File: config.mk
export PLATFORM = sky130hd
export DESIGN_NAME = mesi_receptor
export DESIGN_NICKNAME = d
export VERILOG_FILES = /design/src/rtl/mesi_pkg.sv /design/src/rtl/mesi_snoop_decode.sv /design/src/rtl/mesi_receptor.sv
export SDC_FILE = /design/constraint.sdc
export NUM_CORES = 1
export LEC_CHECK = 0
export ABC_AREA = 1
export ABC_CLOCK_PERIOD_IN_PS = 3360
export BUFFER_PORTS_ARGS = -buffer_cell sky130_fd_sc_hd__clkbuf_2
export CAP_MARGIN = 20
export CORE_MARGIN = 1
export CORE_UTILIZATION = 50
export CTS_CLUSTER_SIZE = 16
export DETAILED_ROUTE_END_ITERATION = 10
export PLACE_DENSITY = 0.77
export SYNTH_ARGS = -nofsm -noshare
export SYNTH_HDL_FRONTEND = slang
export SYNTH_SLANG_ARGS = --single-unit
File: constraint.sdc
create_clock -name CLK -period 3.36 [get_ports CLK]
set_clock_uncertainty 0.05 [all_clocks]
set_input_delay 0.672 -clock CLK [delete_from_list [all_inputs] [get_ports CLK]]
set_output_delay 0.672 -clock CLK [all_outputs]
set_load 0.005 [all_outputs]
File: src/rtl/mesi_pkg.sv
// ---------------------------------------------------------------------------
// mesi_pkg
//   Shared MESI encodings for the snoop-side receptor and the local emitter.
//   - ST_* : 3-bit cache block state codes (I/S/E/M)
//   - OP_* : 3-bit bus coherence op codes (101..111 are illegal)
//   - fsm_e : receptor transaction FSM states
//   - op_illegal() : flags op codes outside the legal set
// ---------------------------------------------------------------------------
package mesi_pkg;

  localparam logic [2:0] ST_I = 3'b001;
  localparam logic [2:0] ST_S = 3'b010;
  localparam logic [2:0] ST_E = 3'b011;
  localparam logic [2:0] ST_M = 3'b100;

  localparam logic [2:0] OP_NONE    = 3'b000;
  localparam logic [2:0] OP_RD_MISS = 3'b001;
  localparam logic [2:0] OP_WR_MISS = 3'b010;
  localparam logic [2:0] OP_WB      = 3'b011;
  localparam logic [2:0] OP_INV     = 3'b100;

  typedef enum logic [1:0] {
    FSM_IDLE,
    FSM_LO,
    FSM_HI,
    FSM_WB_WAIT
  } fsm_e;

  function automatic logic op_illegal(input logic [2:0] op);
    return (op > OP_INV);
  endfunction

endpackage

File: src/rtl/mesi_snoop_decode.sv
// ---------------------------------------------------------------------------
// mesi_snoop_decode
//   Combinational reaction of one cache block to one snooped bus op.
//   Ports:
//     state_i      current working state of the block
//     op_i         3-bit bus op
//     hit_i        bus tag matches the local block
//     next_state_o state after applying the op
//     change_o     next_state_o differs from state_i
//     shared_o     local copy exists (read miss hit in S/E/M)
//     abort_o      memory must not answer, local M copy supplies data
//     wb_o         a write-back of the local M copy is required
//     err_o        illegal op, or invalidate seen while exclusive/modified
// ---------------------------------------------------------------------------
module mesi_snoop_decode
  import mesi_pkg::*;
(
  input  logic [2:0] state_i,
  input  logic [2:0] op_i,
  input  logic       hit_i,
  output logic [2:0] next_state_o,
  output logic       change_o,
  output logic       shared_o,
  output logic       abort_o,
  output logic       wb_o,
  output logic       err_o
);

  always_comb begin
    next_state_o = state_i;
    shared_o     = 1'b0;
    abort_o      = 1'b0;
    wb_o         = 1'b0;
    // Illegal codes are reported whether or not the tag matches.
    err_o        = op_illegal(op_i);

    if (hit_i) begin
      case (op_i)
        OP_RD_MISS: begin
          case (state_i)
            ST_S: shared_o = 1'b1;
            ST_E: begin
              next_state_o = ST_S;
              shared_o     = 1'b1;
            end
            ST_M: begin
              next_state_o = ST_S;
              shared_o     = 1'b1;
              abort_o      = 1'b1;
              wb_o         = 1'b1;
            end
            default: ;
          endcase
        end
        OP_WR_MISS: begin
          case (state_i)
            ST_S, ST_E: next_state_o = ST_I;
            ST_M: begin
              next_state_o = ST_I;
              abort_o      = 1'b1;
              wb_o         = 1'b1;
            end
            default: ;
          endcase
        end
        OP_INV: begin
          case (state_i)
            ST_S: next_state_o = ST_I;
            ST_E: begin
              next_state_o = ST_I;
              err_o        = 1'b1;
            end
            ST_M: begin
              next_state_o = ST_I;
              err_o        = 1'b1;
              wb_o         = 1'b1;
            end
            default: ;
          endcase
        end
        default: ;
      endcase
    end

    change_o = (next_state_o != state_i);
  end

endmodule

File: src/rtl/mesi_receptor.sv
// ---------------------------------------------------------------------------
// mesi_receptor
//   Snoop-side MESI controller for one cache block. Accepts a 6-bit
//   coherence word {op_hi, op_lo} from the shared bus, applies op_lo then
//   op_hi to a working copy of the local state, and reports the reaction.
//   Ports:
//     CLK        clock, rising edge
//     CLR        synchronous active-low reset
//     BUS        coherence word {op_hi, op_lo}
//     BUS_valid  BUS/BUS_tag valid, held by the sender until accepted
//     BUS_tag    tag of the bus transaction
//     blk_tag    tag of the local block
//     state_in   current local state from the emitter
//     wb_ack     memory accepted the write-back
//     state_out  new state for the emitter (holds between strobes)
//     state_we   one-cycle strobe: emitter loads state_out
//     shared     one-cycle pulse: local copy exists
//     abort_mem  one-cycle pulse: local M copy supplies the data
//     wb_req     write-back request, level
//     err        one-cycle pulse: illegal op / invalidate in E or M
//     busy       transaction in progress
// ---------------------------------------------------------------------------
module mesi_receptor
  import mesi_pkg::*;
#(
  parameter int unsigned TAG_W = 8
)
(
  input  logic             CLK,
  input  logic             CLR,
  input  logic [5:0]       BUS,
  input  logic             BUS_valid,
  input  logic [TAG_W-1:0] BUS_tag,
  input  logic [TAG_W-1:0] blk_tag,
  input  logic [2:0]       state_in,
  input  logic             wb_ack,
  output logic [2:0]       state_out,
  output logic             state_we,
  output logic             shared,
  output logic             abort_mem,
  output logic             wb_req,
  output logic             err,
  output logic             busy
);

  fsm_e       fsm_q, fsm_d;
  logic [5:0] word_q, word_d;
  logic       hit_q, hit_d;
  logic [2:0] work_q, work_d;
  logic       wb_flag_q, wb_flag_d;

  logic [2:0] state_out_q, state_out_d;
  logic       state_we_q, state_we_d;
  logic       shared_q, shared_d;
  logic       abort_q, abort_d;
  logic       wb_req_q, wb_req_d;
  logic       err_q, err_d;
  logic       busy_q, busy_d;

  logic       accept;
  logic       wb_done;
  logic [2:0] dec_op;
  logic [2:0] dec_next;
  logic       dec_change, dec_shared, dec_abort, dec_wb, dec_err;

  assign accept  = BUS_valid && !busy_q;
  assign wb_done = wb_req_q && wb_ack;

  // One decoder shared by both op slots; the FSM state selects the field.
  assign dec_op = (fsm_q == FSM_HI) ? word_q[5:3] : word_q[2:0];

  mesi_snoop_decode u_decode (
    .state_i      (work_q),
    .op_i         (dec_op),
    .hit_i        (hit_q),
    .next_state_o (dec_next),
    .change_o     (dec_change),
    .shared_o     (dec_shared),
    .abort_o      (dec_abort),
    .wb_o         (dec_wb),
    .err_o        (dec_err)
  );

  // State and output registers.
  always_ff @(posedge CLK) begin
    if (!CLR) begin
      fsm_q       <= FSM_IDLE;
      word_q      <= '0;
      hit_q       <= 1'b0;
      work_q      <= ST_I;
      wb_flag_q   <= 1'b0;
      state_out_q <= ST_I;
      state_we_q  <= 1'b0;
      shared_q    <= 1'b0;
      abort_q     <= 1'b0;
      wb_req_q    <= 1'b0;
      err_q       <= 1'b0;
      busy_q      <= 1'b0;
    end else begin
      fsm_q       <= fsm_d;
      word_q      <= word_d;
      hit_q       <= hit_d;
      work_q      <= work_d;
      wb_flag_q   <= wb_flag_d;
      state_out_q <= state_out_d;
      state_we_q  <= state_we_d;
      shared_q    <= shared_d;
      abort_q     <= abort_d;
      wb_req_q    <= wb_req_d;
      err_q       <= err_d;
      busy_q      <= busy_d;
    end
  end

  // Next-state logic: FSM, capture registers, working state and wb flag.
  always_comb begin
    fsm_d     = fsm_q;
    word_d    = word_q;
    hit_d     = hit_q;
    work_d    = work_q;
    wb_flag_d = wb_flag_q;

    case (fsm_q)
      FSM_IDLE: begin
        if (accept) begin
          fsm_d     = FSM_LO;
          word_d    = BUS;
          hit_d     = (BUS_tag == blk_tag);
          work_d    = state_in;
          wb_flag_d = 1'b0;
        end
      end
      FSM_LO: begin
        fsm_d     = FSM_HI;
        work_d    = dec_next;
        wb_flag_d = wb_flag_q | dec_wb;
      end
      FSM_HI: begin
        // The FSM leaves HI at the edge that registers the HI result;
        // busy is held for one more cycle from the output logic, so the
        // IDLE cycle that follows still reads as busy and cannot accept.
        work_d    = dec_next;
        wb_flag_d = wb_flag_q | dec_wb;
        fsm_d     = (wb_flag_q | dec_wb) ? FSM_WB_WAIT : FSM_IDLE;
      end
      FSM_WB_WAIT: begin
        if (wb_done) begin
          fsm_d     = FSM_IDLE;
          wb_flag_d = 1'b0;
        end
      end
      default: fsm_d = FSM_IDLE;
    endcase
  end

  // Output logic: values registered at the next edge.
  always_comb begin
    state_out_d = state_out_q;
    state_we_d  = 1'b0;
    shared_d    = 1'b0;
    abort_d     = 1'b0;
    wb_req_d    = 1'b0;
    err_d       = 1'b0;
    busy_d      = 1'b0;

    case (fsm_q)
      FSM_IDLE: begin
        busy_d = accept;
      end
      FSM_LO, FSM_HI: begin
        busy_d     = 1'b1;
        state_we_d = dec_change;
        shared_d   = dec_shared;
        abort_d    = dec_abort;
        err_d      = dec_err;
        if (dec_change) begin
          state_out_d = dec_next;
        end
      end
      FSM_WB_WAIT: begin
        // wb_ack only counts once the request is actually on the wire.
        busy_d   = !wb_done;
        wb_req_d = !wb_done;
      end
      default: ;
    endcase
  end

  assign state_out = state_out_q;
  assign state_we  = state_we_q;
  assign shared    = shared_q;
  assign abort_mem = abort_q;
  assign wb_req    = wb_req_q;
  assign err       = err_q;
  assign busy      = busy_q;

endmodule

### Yosys cells after proc, flatten, opt, wreduce, memory -nomap -nowiden

Index checks and enable logic that the tools add are counted.
Widths: inputs -> output; s select.

| storage, ports and cells | value |
|---|---|
| word-level logic and storage cells | 69 |
| bits of input ports | 29 |
| bits in read-only memories | 0 |
| latch bits | 0 |
| memories | 0 |
| flip-flop bits (word level) | 22 |
| memory bits (writable) | 0 |

| operators by class | value |
|---|---|
| muxes and demuxes | 22 |
| add/sub/neg operators | 0 |
| reduce and logical (&&, ||, !) cells | 20 |
| shift operators | 0 |
| bitwise operators | 1 |
| div/mod/pow operators | 0 |
| equal/unequal tests | 13 |
| $lt $le $gt $ge | 1 |
| multiply operators | 0 |

Operators by type and width:

| cell | number |
|---|---|
| $mux 3 | 5 |
| $pmux 3 s2 | 2 |
| $reduce_and 2->1 | 6 |
| $eq 3x2->1 const B | 3 |
| $mux 1 | 9 |
| $eq 8x8->1 | 1 |
| $pmux 2 s4 | 1 |
| $reduce_and 4->1 | 2 |
| $reduce_or 2->1 | 4 |
| $eq 3x3->1 const B | 2 |
| $mux 2 | 3 |
| $pmux 1 s3 | 2 |
| $reduce_or 3->1 | 2 |
| $eq 2x2->1 const B | 2 |
| $ne 2x2->1 const B | 2 |
| $eq 3x1->1 const B | 1 |
| $gt 3x3->1 const B | 1 |
| $ne 3x3->1 | 1 |
| $eq 2x1->1 const B | 1 |
| $logic_and 1x1->1 | 2 |
| $logic_not 1->1 | 2 |
| $logic_not 2->1 | 1 |
| $reduce_bool 2->1 | 1 |
| $or 1x1->1 | 1 |

### Logic depth before layout (Yosys ltp)

Gate-level depths: netlist of the first run.

| logic depth | value |
|---|---|
| depth after elaboration | 9 |
| gate-level depth with buffers | 16 |

### Modules after synthesis

From an unflattened synthesis of the first run, not the netlist that was laid out.

| unflattened totals | value |
|---|---|
| cell total of the unflattened synthesis | 202 |
| area, all modules | 1244.9 um^2 |

By module, submodules not included:

| module | cells each | instances | seq. area each (um^2) | area each (um^2) |
|---|---|---|---|---|
| mesi_receptor | 156 | 1 | 440.4 | 1033.5 |
| mesi_snoop_decode | 46 | 1 | 0.0 | 211.5 |

### Worst setup path after synthesis of the first run

No wires, ideal clock.

| path | value |
|---|---|
| kind | reg2reg |
| start | register fsm_q[0] |
| end | register state_out_q[0] (netlist: state_out[0]) |
| data required time | 3190 ps |
| stages on the path, launching flop included | 16 |
| slack | 1611 ps |
| arrival | 1579 ps |
| path buffers | 1 |
| path through | dfxtp_1 inv_1 ha_1 buf_6 inv_8 nand2_2 nand2_2 nand3_4 nand3_2 nand2_2 inv_4 nand3_2 nand3_4 nand2_2 nand2_1 nand3_1 |

| between the ends | value |
|---|---|
| word-level cells in the longest chain between the ends | 8 |

Ends and longest elaborated chain:

| element | RTL line | source |
|---|---|---|
| start: declaration | mesi_receptor.sv:46 | `fsm_e fsm_q, fsm_d;` |
| start signal: assignment | mesi_receptor.sv:100 | `fsm_q <= fsm_d;` |
| $eq 2x2->1 | mesi_receptor.sv:70, mesi_receptor.sv:166 |  |
| $mux 3 | mesi_receptor.sv:70 | `assign dec_op = (fsm_q == FSM_HI) ? word_q[5:3] : word_q[2:0];` |
| $eq 3x2->1 or $eq 3x3->1 (tied branches) | mesi_snoop_decode.sv:38 | `case (op_i)` |
| $reduce_or 2->1 (no source line) | n/a |  |
| $pmux 3 s2 | mesi_snoop_decode.sv:38 |  |
| $mux 3 | mesi_snoop_decode.sv:37 | `if (hit_i) begin` |
| $ne 3x3->1 | mesi_snoop_decode.sv:85 | `change_o = (next_state_o != state_i);` |
| $reduce_and 2->1 (no source line) | n/a |  |
| end signal: assignment | mesi_receptor.sv:105 | `state_out_q <= state_out_d;` |
| end: declaration | mesi_receptor.sv:52 | `logic [2:0] state_out_q, state_out_d;` |

Parallel ways exist; a longest one is shown, timed or not.
A chain may end at the register's enable or synchronous reset.

### Worst setup path after layout of the first run

Same ends and word-level chain as after synthesis.

==> metrics.md, run 1 <==
| Metric | Value |
|---|---|
| Aggregate global-route resource usage | `0.195` |
| Clock Path Buffers | `2` |
| Placed cell count | `248` |
| Fin. max-slew vios | `0` |
| Run status | `finished, final reports clean` |
| Final setup vio count | `0` |
| Post-Syn Area per Cell | `7.45 µm²` |
| Ratio of cells with drive above 1 in the final layout | `0.342` |
| Static Leakage | `0.793 nW` |
| Initial antenna violation count | `0` |
| Setup_tns | `0 ns` |
| DRC errors left | `0` |
| CTS buffer count | `3` |
| Most used cell, CP | `nand2_2` |
| Site Rows | `18` |
| Antenna Diode Count | `0` |
| Number of gates resized after CTS | `0` |
| Max Freq | `488 MHz` |
| Crit path largest cell delay | `0.44 ns` |
| Critical Path End Type | `register` |
| Routed Antenna Nets | `0` |
| Final Instance Area | `1610 µm²` |
| Ports | `38` |
| Hold Fails Final Rpt | `0` |
| Max Cap Viol | `0` |
| RePlAce Congestion | `0.835` |
| Congestion Overflow GR | `0` |
| RSZ-0062 raised after global routing | `no` |
| Latest clock arrival within the worst-skew pair | `0.30 ns` |
| Dpl cell area | `1580 µm²` |
| Setup crit start kind | `register` |
| Synth Instances | `186` |
| WL per Instance | `9.99 µm` |
| Final period utilization | `0.610` |
| Synthesized cell area | `1390 µm²` |
| Hpwl dp | `2120 µm` |
| Final std cells w/o fill | `252` |
| Post-cts hold buffer count | `0` |
| CP cell instances | `inv_1 -> ha_1 -> nand2_2 -> nand2_8 -> nand3_4 -> nand3_2 -> nand2_2 -> inv_4 -> nand3_2 -> nand3_4 -> nand2_2 -> nand2_1 -> nand3_1` |
| Clock transition at the registers of the reported paths | `0.11 ns` |
| Minimum clock period | `2.05 ns` |
| Area Overhead vs Synth | `16.3%` |
| Largest net degree at the start of global routing | `17` |
| Drt pass-1 iters | `4` |
| DR iter-0 viols | `24` |
| Crit Path Category | `register to register` |
| VDD IR-drop max | `0.000550 V` |
| Synth unique cells | `32` |
| Die Y | `54.7 µm` |
| Vias per cell | `4.83` |
| Yosys Warn Count | `0` |
| Max H-tree Level | `1` |
| Die Area | `2990 µm²` |
| CP max stage cell | `ha_1` |
| Hold crit path type | `register to register` |
| TritonCTS clock tree | `done` |
| Initial Util | `0.545` |
| Power per cell area | `757 nW/µm²` |
| Mapped Nets | `219` |
| Yosys reg bits | `22` |
| Vias in the first global route | `1028` |
| Core box area | `2540 µm²` |
| Wire length of the first global-routing pass | `4200 µm` |
| Commonest non-fill, non-tap cells in the layout | `clkbuf_2, nand2_1, inv_1, dfxtp_1, a21oi_1` |
| Crit Path Max Fanout | `8` |
| Nets | `256` |
| DRT Wirelength | `2520 µm` |
| Post-CTS Setup Inserts | `0` |
| Buf+Inv Stages, Crit Path | `2` |
| Via count | `1216` |
| Relative slew slack | `0.717` |
| PortBufs | `37` |
| Worst endpoint required time | `3.50 ns` |
| CTS Sinks | `22` |
| CP delay by family, top | `simple AND/OR/NAND/NOR gates` |
| CP arrival | `2.19 ns` |
| Root Buffer | `clkbuf_4` |
| Chip width | `54.7 µm` |
| Worst slew pin tran | `0.424 ns` |
| Sequential share of the synthesized area | `0.318` |
| Commonest non-fill, non-tap cell in the layout | `clkbuf_2` |
## power breakdown
part           total (mW)  switching (mW)  leakage, nW  internal (mW)
clock network       0.142          0.0758       0.0210         0.0661
logic               0.682           0.444        0.592          0.238
registers           0.397          0.0643        0.180          0.333
total                1.22           0.584        0.793          0.637
## worst reg2reg max path, delay by kind of cell, from the launching register on
kind | cells | cell delay [ns]
simple gates | 10 | 0.91
fa+ha+maj | 1 | 0.44
flops | 1 | 0.34
buf+inv | 2 | 0.21
## metal layers
metal  global-route usage  vias up  part of all wire
met3               0.0500        2             0.041
met5                    0        -                 0
met1                0.251      521              0.48
li1                     -      669                 -
met2                0.323       24              0.47
met4               0.0385        0            0.0060
## metrics by stage
stage | hold slack (ns) | worst slack [ns] | power, mW | util
3_3_place_gp | 0.394 | 1.33 | 1.08 | 0.619
5_1_grt | 0.441 | 1.15 | 1.33 | 0.634
6_report | 0.420 | 1.31 | 1.22 | 0.634
2_1_floorplan | 0.393 | 1.61 | 0.964 | -
4_1_cts | 0.427 | 1.30 | 1.23 | 0.634
3_5_place_dp | 0.402 | 1.31 | 1.08 | 0.619
## final timing paths
path | to | startpoint | cells after the start | slack, ns
max | state_out[0] | fsm_q[0] | 13 | 1.31
min | state_out[2] | state_out[2] | 2 | 0.42
max reg2reg | state_out[0] | fsm_q[0] | 13 | 1.31
min reg2reg | state_out[2] | state_out[2] | 2 | 0.42
## cells by family after synthesis
| logic type | after synthesis | synth area share |
|---|---|---|
| buf+inv | 35 | 0.112 |
| simple gates | 82 | 0.352 |
| flops | 22 | 0.318 |
| compound gates | 37 | 0.144 |
| fa+ha+maj | 4 | 0.0361 |
| xor+xnor | 6 | 0.0379 |
## flip-flops by register name (all words and copies together), names as in the netlist
signal     cells
fsm_q          2
work_q         3
err            1
state_out      3
word_q         6
wb_flag_q      1
wb_req         1
busy           1
abort_mem      1
hit_q          1
state_we       1
shared         1
## cell type report
type / instances / area (µm²)
sequential: 22 / 440
timing repair buffer: 37 / 185
multi-input combinational: 129 / 791
fill: 245 / 932
inverter: 30 / 123
tap: 30 / 37.5
clock buffer: 4 / 36.3
## Yosys cell counts, drive strengths merged
library cell,n,area (µm²)
nand2,50,262
inv,30,123
dfxtp,22,440
o21ai,17,85.1
a21oi,14,70.1
nand3,14,143
nor2,12,50.1
ha,4,50.1
xor2,4,35.0
buf,3,23.8
nor3,3,15.0
a211oi,2,15.0
clkbuf,2,8.75
nand4,2,12.5
o211ai,2,15.0
xnor2,2,17.5
a221oi,1,8.76
a31oi,1,6.26
or2,1,6.26
Power figures use the tool's default switching activity.
==> inputs of run 2 (changes only) <==
--- a/config.mk
+++ b/config.mk
@@ -5,15 +5,15 @@
 export SDC_FILE = /design/constraint.sdc
 export NUM_CORES = 1
 export LEC_CHECK = 0
-export ABC_AREA = 1
-export ABC_CLOCK_PERIOD_IN_PS = 3360
+export ABC_AREA = 0
+export ABC_CLOCK_PERIOD_IN_PS = 1700
 export BUFFER_PORTS_ARGS = -buffer_cell sky130_fd_sc_hd__clkbuf_2
 export CAP_MARGIN = 20
 export CORE_MARGIN = 1
-export CORE_UTILIZATION = 50
+export CORE_UTILIZATION = 46
 export CTS_CLUSTER_SIZE = 16
 export DETAILED_ROUTE_END_ITERATION = 10
-export PLACE_DENSITY = 0.77
+export PLACE_DENSITY = 0.75
 export SYNTH_ARGS = -nofsm -noshare
 export SYNTH_HDL_FRONTEND = slang
 export SYNTH_SLANG_ARGS = --single-unit
==> constraint.sdc (replaced) <==
create_clock -name CLK -period 1.7 [get_ports CLK]
set_clock_uncertainty 0.05 [all_clocks]
set_input_delay 0.34 -clock CLK [delete_from_list [all_inputs] [get_ports CLK]]
set_output_delay 0.34 -clock CLK [all_outputs]
set_load 0.005 [all_outputs]
==> metrics.md, run 2 <==
| Metric | Value |
|---|---|
| Run status | `complete, but fails checks (was finished, final reports clean)` |
| Failing checks | `negative setup slack` |
| Largest net degree at the start of global routing | `13 (was 17)` |
| Core box area | `2730 µm² (was 2540 µm²)` |
| Synthesized cell area | `1330 µm² (was 1390 µm²)` |
| Minimum clock period | `1.91 ns (was 2.05 ns)` |
| Sequential share of the synthesized area | `0.332 (was 0.318)` |
| Yosys reg bits | `22 (unchanged)` |
| Hpwl dp | `2590 µm (was 2120 µm)` |
| Relative slew slack | `0.721 (was 0.717)` |
| RePlAce Congestion | `0.907 (was 0.835)` |
| Vias per cell | `5.75 (was 4.83)` |
| Static Leakage | `0.814 nW (was 0.793 nW)` |
| Hold crit path type | `input pin to register (was register to register)` |
| Synth Instances | `150 (was 186)` |
| Power share of the clock group | `0.117 (was 0.116)` |
| WL per Instance | `14.1 µm (was 9.99 µm)` |
| Latest clock arrival within the worst-skew pair | `0.31 ns (was 0.30 ns)` |
| Yosys top cell area share | `0.332 (was 0.318)` |
| Power per cell area | `1420 nW/µm² (was 757 nW/µm²)` |
| Final setup vio count | `10 (was 0)` |
| Worst endpoint required time | `1.85 ns (was 3.50 ns)` |
| Final period utilization | `1.13 (was 0.610)` |
| Utilization after layout | `0.665 (was 0.634)` |
| Synth unique cells | `44 (was 32)` |
| Max H-tree Level | `1 (unchanged)` |
| Largest register FFs | `6 (unchanged)` |
| Storage cell area | `443 µm² (was 440 µm²)` |
| Area Overhead vs Synth | `36.9% (was 16.3%)` |
| Nets | `241 (was 256)` |
| Post-Syn Area per Cell | `8.85 µm² (was 7.45 µm²)` |
| Commonest non-fill, non-tap cell in the layout | `clkbuf_2 (unchanged)` |
| Internal | `1.51 mW (was 0.637 mW)` |
| Antenna Diode Count | `0 (unchanged)` |
| PortBufs | `37 (unchanged)` |
| Top-count cell post-synth | `dfxtp_1 (was nand2_1)` |
| Clock Path Buffers | `2 (unchanged)` |
| Die Area | `3100 µm² (was 2990 µm²)` |
| Ports | `38 (unchanged)` |
| Crit path launch | `fsm_q[0] (unchanged)` |
| Fin. max-slew vios | `0 (unchanged)` |
| Ratio of cells with drive above 1 in the final layout | `0.420 (was 0.342)` |
| Initial Util | `0.486 (was 0.545)` |
| Clock transition at the registers of the reported paths | `0.13 ns (was 0.11 ns)` |
| Initial antenna violation count | `0 (unchanged)` |
| Congestion Overflow GR | `0 (unchanged)` |
| Crit Path Max Fanout | `6 (was 8)` |
| Root Buffer | `clkbuf_4 (unchanged)` |
| Top reg by flops | `word_q (unchanged)` |
| RSZ-0062 raised after global routing | `yes (was no)` |
| Layout filler cell count | `208 (was 245)` |
| Logic pwr share | `0.594 (was 0.558)` |
| Aggregate global-route resource usage | `0.226 (was 0.195)` |
| CTS Sinks | `22 (unchanged)` |
| Vias in the first global route | `1380 (was 1028)` |
| Sw Pwr | `1.07 mW (was 0.584 mW)` |
| Max Cap Viol | `0 (unchanged)` |
| Top FF cell, synth | `dfxtp_1 (unchanged)` |
| Synth area leader | `dfxtp_1 (unchanged)` |
| Crit Path Category | `register to register (unchanged)` |
| Multi-input gate area | `886 µm² (was 791 µm²)` |
| Via count | `1368 (was 1216)` |
| Reg2reg path depth | `7 (was 13)` |
| Site Rows | `19 (was 18)` |
| Worst R2R End | `state_out[0] (unchanged)` |
| CP arrival | `2.07 ns (was 2.19 ns)` |
| DR iter-0 viols | `61 (was 24)` |
| VDD IR-drop max | `0.00124 V (was 0.000550 V)` |
| Commonest non-fill, non-tap cells in the layout | `clkbuf_2, buf_4, dfxtp_1, nor2_1, xnor2_1 (was clkbuf_2, nand2_1, inv_1, dfxtp_1, a21oi_1)` |
| Sequential Power Share | `0.289 (was 0.325)` |
| Hold Fails Final Rpt | `0 (unchanged)` |
| Critical Path End Type | `register (unchanged)` |
| Mapped Nets | `183 (was 219)` |
| CTS buffer count | `3 (unchanged)` |
| Wire length of the first global-routing pass | `5660 µm (was 4200 µm)` |
| Chip width | `55.7 µm (was 54.7 µm)` |
| Setup crit start kind | `register (unchanged)` |
| Final std cells w/o fill | `238 (was 252)` |
| Switching share of power | `0.414 (was 0.478)` |
| R2R setup slack | `-0.21 ns (was 1.31 ns)` |
| EDFF count, synth | `0 (unchanged)` |
| Synth top cells by count | `dfxtp_1, nor2_1, xnor2_1 (was nand2_1, inv_1, dfxtp_1)` |
| DRT Wirelength | `3360 µm (was 2520 µm)` |
| TritonCTS clock tree | `done (unchanged)` |
| Max Freq | `522 MHz (was 488 MHz)` |
| DRC errors left | `0 (unchanged)` |
| Final Power | `2.58 mW (was 1.22 mW)` |
| Async S/R FF share, synth | `0 (unchanged)` |
| Placed cell count | `233 (was 248)` |
| Die Y | `55.7 µm (was 54.7 µm)` |
| Critical R2R Launch | `fsm_q[0] (unchanged)` |
| Final WS setup | `-0.215 ns (was 1.31 ns)` |
| Worst setup path endpoint | `state_out[0] (unchanged)` |
| Routed Antenna Nets | `0 (unchanged)` |
| Main area contributors after synthesis | `dfxtp_1, xnor2_1, mux2i_1, nor2_1, ha_1 (was dfxtp_1, nand2_1, inv_1, a21oi_1, nand3_2)` |
| Post-cts hold buffer count | `0 (unchanged)` |
| Yosys Warn Count | `0 (unchanged)` |
| Drt pass-1 iters | `4 (unchanged)` |
| Worst slew pin tran | `0.418 ns (was 0.424 ns)` |
==> run 2: critical path, cell delays in order, from the launching register on <==
cell	delay, ns
dfxtp_2	0.35
inv_2	0.07
ha_4	0.18
or2b_4	0.28
o32a_4	0.21
a2111oi_4	0.37
o21a_1	0.21
o211ai_1	0.10
==> run 2: per-layer routing <==
layer | vias to the layer above | track usage | share of wire
met5 | - | 0 | 0
met4 | 0 | 0.111 | 0.023
met3 | 10 | 0.0349 | 0.060
met2 | 64 | 0.398 | 0.50
met1 | 633 | 0.267 | 0.42
li1 | 661 | - | -
==> run 2: how the worst min path moves through the flow <==
stage                            start           end  slack, ns  cells after the start
after floorplan           state_out[2]  state_out[2]       0.38                      2
after global placement    state_out[2]  state_out[2]       0.37                      2
after detailed placement  state_out[2]  state_out[2]       0.42                      2
after CTS                       BUS[5]     word_q[5]       0.21                      3
after global routing            BUS[5]     word_q[5]       0.21                      3
final                           BUS[5]     word_q[5]       0.20                      3
==> run 2: cells by family (layout without fill, tap and decap cells) <==
group | count (synthesis) | after routing | share of synthesized area
AO/OA/AOI/OAI | 46 | 46 | 0.273
AND/OR/NAND/NOR | 41 | 41 | 0.156
flip-flops | 22 | 22 | 0.332
buffers and inverters | 18 | 75 | 0.0688
XOR/XNOR | 12 | 12 | 0.0792
multiplexers | 7 | 7 | 0.0537
adder cells (fa/ha/maj) | 4 | 4 | 0.0377
==> run 2: layout make-up <==
type / count / area share
Multi-Input combinational cell: 110 / 0.487
Inverter: 10 / 0.0206
Sequential cell: 22 / 0.244
Clock buffer: 4 / 0.0200
Timing Repair Buffer: 61 / 0.207
Tap cell: 31 / 0.0213
==> run 2: through the flow <==
stage / worst slack, ns / cell area (µm²) / hold WS [ns] / TNS, ns
CTS: -0.261 / 1820 / 0.205 / -1.92
finish: -0.215 / 1820 / 0.200 / -1.27
global route: -0.312 / 1820 / 0.207 / -2.09
detailed placement: -0.237 / 1710 / 0.416 / -1.58
floorplan: -0.241 / 1370 / 0.378 / -1.19
global placement: -0.175 / 1710 / 0.371 / -1.05
==> run 2: power groups by stage <==
stage	Sequential [mW]	Combinational, mW	Clock, mW
final	0.746	1.53	0.302
after CTS	0.736	1.52	0.307
after global routing	0.761	1.65	0.324
after detailed placement	0.747	1.33	0
after global placement	0.741	1.29	0
after floorplan	0.708	0.852	0
==> run 2: what timing repair did <==
item,CTS,global route
buffers inserted,2,1
pin swaps,5,14
endpoints found under the hold margin,0,0
endpoints found under the setup margin,10,16
gates resized for setup,13,4
==> inputs of run 3 (changes only) <==
--- a/config.mk
+++ b/config.mk
@@ -13,7 +13,7 @@
 export CORE_UTILIZATION = 46
 export CTS_CLUSTER_SIZE = 16
 export DETAILED_ROUTE_END_ITERATION = 10
-export PLACE_DENSITY = 0.75
+export PLACE_DENSITY = 0.81
 export SYNTH_ARGS = -nofsm -noshare
 export SYNTH_HDL_FRONTEND = slang
 export SYNTH_SLANG_ARGS = --single-unit
==> metrics.md, run 3 (synthesized netlist as in run 2, its figures left out) <==
| Metric | Value |
|---|---|
| WL per Instance | `14.8 µm (was 14.1 µm)` |
| Crit Path Max Fanout | `6 (unchanged)` |
| RSZ-0062 raised after global routing | `yes (unchanged)` |
| Relative slew slack | `0.742 (was 0.721)` |
| Hold Fails Final Rpt | `0 (unchanged)` |
| Largest register FFs | `6 (unchanged)` |
| Core box area | `2730 µm² (unchanged)` |
| Critical Path End Type | `register (unchanged)` |
| Congestion Overflow GR | `0 (unchanged)` |
| PortBufs | `37 (unchanged)` |
| Ports | `38 (unchanged)` |
| Chip width | `55.7 µm (unchanged)` |
| Clock Path Buffers | `2 (unchanged)` |
| Area Overhead vs Synth | `41.8% (was 36.9%)` |
| CP max stage cell | `dfxtp_2 (was a2111oi_4)` |
| Commonest non-fill, non-tap cell in the layout | `clkbuf_2 (unchanged)` |
| Final setup vio count | `9 (was 10)` |
| Pre-CTS setup slack | `-0.214 ns (was -0.237 ns)` |
| DR iter-0 viols | `33 (was 61)` |
| Setup crit start kind | `register (unchanged)` |
| CP arrival | `2.08 ns (was 2.07 ns)` |
| Failing checks | `negative setup slack (unchanged)` |
| Drt pass-1 iters | `4 (unchanged)` |
| CTS Sinks | `22 (unchanged)` |
| Fin. max-slew vios | `0 (unchanged)` |
| TritonCTS clock tree | `done (unchanged)` |
| Run status | `complete, but fails checks (unchanged)` |
| RePlAce Congestion | `0.890 (was 0.907)` |
| Max Cap Viol | `0 (unchanged)` |
| Aggregate global-route resource usage | `0.251 (was 0.226)` |
| Root Buffer | `clkbuf_4 (unchanged)` |
| Nets | `244 (was 241)` |
| Max H-tree Level | `1 (unchanged)` |
| Top reg by flops | `word_q (unchanged)` |
| Initial Util | `0.486 (unchanged)` |
| Wire length of the first global-routing pass | `6170 µm (was 5660 µm)` |
| Vias in the first global route | `1378 (was 1380)` |
| Hold crit path type | `input pin to register (unchanged)` |
| Utilization after layout | `0.689 (was 0.665)` |
| CP cell instances | `inv_2 -> ha_4 -> buf_4 -> o32ai_1 -> buf_4 -> a22o_1 -> nand4_1 -> o211a_1 (was inv_2 -> ha_4 -> or2b_4 -> o32a_4 -> a2111oi_4 -> o21a_1 -> o211ai_1)` |
| VDD IR-drop max | `0.00110 V (was 0.00124 V)` |
| Worst slew pin tran | `0.387 ns (was 0.418 ns)` |
| Antenna Diode Count | `0 (unchanged)` |
| Power per cell area | `1490 nW/µm² (was 1420 nW/µm²)` |
| Crit Path Category | `register to register (unchanged)` |
| Crit path largest cell delay | `0.36 ns (was 0.37 ns)` |
| Static Leakage | `0.850 nW (was 0.814 nW)` |
| Minimum clock period | `1.89 ns (was 1.91 ns)` |
| Most used cell, CP | `buf_4` |
| DRT Wirelength | `3570 µm (was 3360 µm)` |
| Worst endpoint required time | `1.89 ns (was 1.85 ns)` |
| Initial antenna violation count | `0 (unchanged)` |
| Vias per cell | `5.70 (was 5.75)` |
| Placed cell count | `234 (was 233)` |
| Die Area | `3100 µm² (unchanged)` |
| Post-cts hold buffer count | `0 (unchanged)` |
| Via count | `1374 (was 1368)` |
| DRC errors left | `0 (unchanged)` |
| Final WS setup | `-0.191 ns (was -0.215 ns)` |
| Hpwl dp | `2650 µm (was 2590 µm)` |
| Routed Antenna Nets | `0 (unchanged)` |
| CTS buffer count | `3 (unchanged)` |
| Final std cells w/o fill | `241 (was 238)` |
| Commonest non-fill, non-tap cells in the layout | `clkbuf_2, buf_4, dfxtp_1, nor2_1, xnor2_1 (unchanged)` |
| Ratio of cells with drive above 1 in the final layout | `0.448 (was 0.420)` |
| Clock transition at the registers of the reported paths | `0.14 ns (was 0.13 ns)` |
| Final period utilization | `1.11 (was 1.13)` |
| Max Freq | `529 MHz (was 522 MHz)` |
| Latest clock arrival within the worst-skew pair | `0.32 ns (was 0.31 ns)` |
| Site Rows | `19 (unchanged)` |
| Die Y | `55.7 µm (unchanged)` |
| Largest net degree at the start of global routing | `14 (was 13)` |
[run 3: worst paths after layout]
kind	from	endpoint	slack, ns	cells past startpoint
setup / recovery	fsm_q[0]	state_out[1]	-0.19	8
hold / removal	BUS[3]	word_q[3]	0.19	3
setup reg to reg	fsm_q[0]	state_out[1]	-0.19	8
hold reg to reg	state_out[2]	state_out[2]	0.40	2
[run 3: layout make-up]
cell class	instances	area, µm²
Clock buffer	3	22.5
Clock inverter	1	30.0
Fill cell	203	851
Inverter	10	40.0
Multi-Input combinational cell	110	910
Sequential cell	22	443
Tap cell	31	38.8
Timing Repair Buffer	64	399
[run 3: routing by layer]
metal / up-vias / global-route usage / routed length (µm)
met2: 60 / 0.437 / 1820
li1: 667 / - / -
met1: 643 / 0.302 / 1500
met3: 4 / 0.0512 / 209
met4: 0 / 0.0964 / 42
met5: - / 0 / 0
[run 3: repair_timing]
action	4_1_cts	5_1_grt
gates cloned	0	0
endpoints found under the setup margin	14	15
resized for setup	12	9
setup buffers	2	1
pin swaps	7	11
[run 3: power breakdown]
part	internal, mW	switching (mW)	leakage (nW)
logic	0.817	0.825	0.642
registers	0.612	0.126	0.180
clock network	0.239	0.181	0.0279
[run 3: worst max-delay path, delay by kind of cell (launching register included)]
family | cells | cell delay (ns)
AO/OA/AOI/OAI | 3 | 0.67
adder cells (fa/ha/maj) | 1 | 0.17
buffers and inverters | 3 | 0.40
flip-flops | 1 | 0.36
AND/OR/NAND/NOR | 1 | 0.14
[run 3: metrics by stage]
stage / cell area, µm² / total power [mW] / hold slack (ns) / TNS (ns)
2_1_floorplan: 1370 / 1.56 / 0.378 / -1.19
3_3_place_gp: 1720 / 2.05 / 0.370 / -1.02
3_5_place_dp: 1720 / 2.11 / 0.392 / -1.39
4_1_cts: 1840 / 2.68 / 0.181 / -1.32
5_1_grt: 1880 / 2.98 / 0.198 / -2.26
6_report: 1880 / 2.80 / 0.187 / -1.13
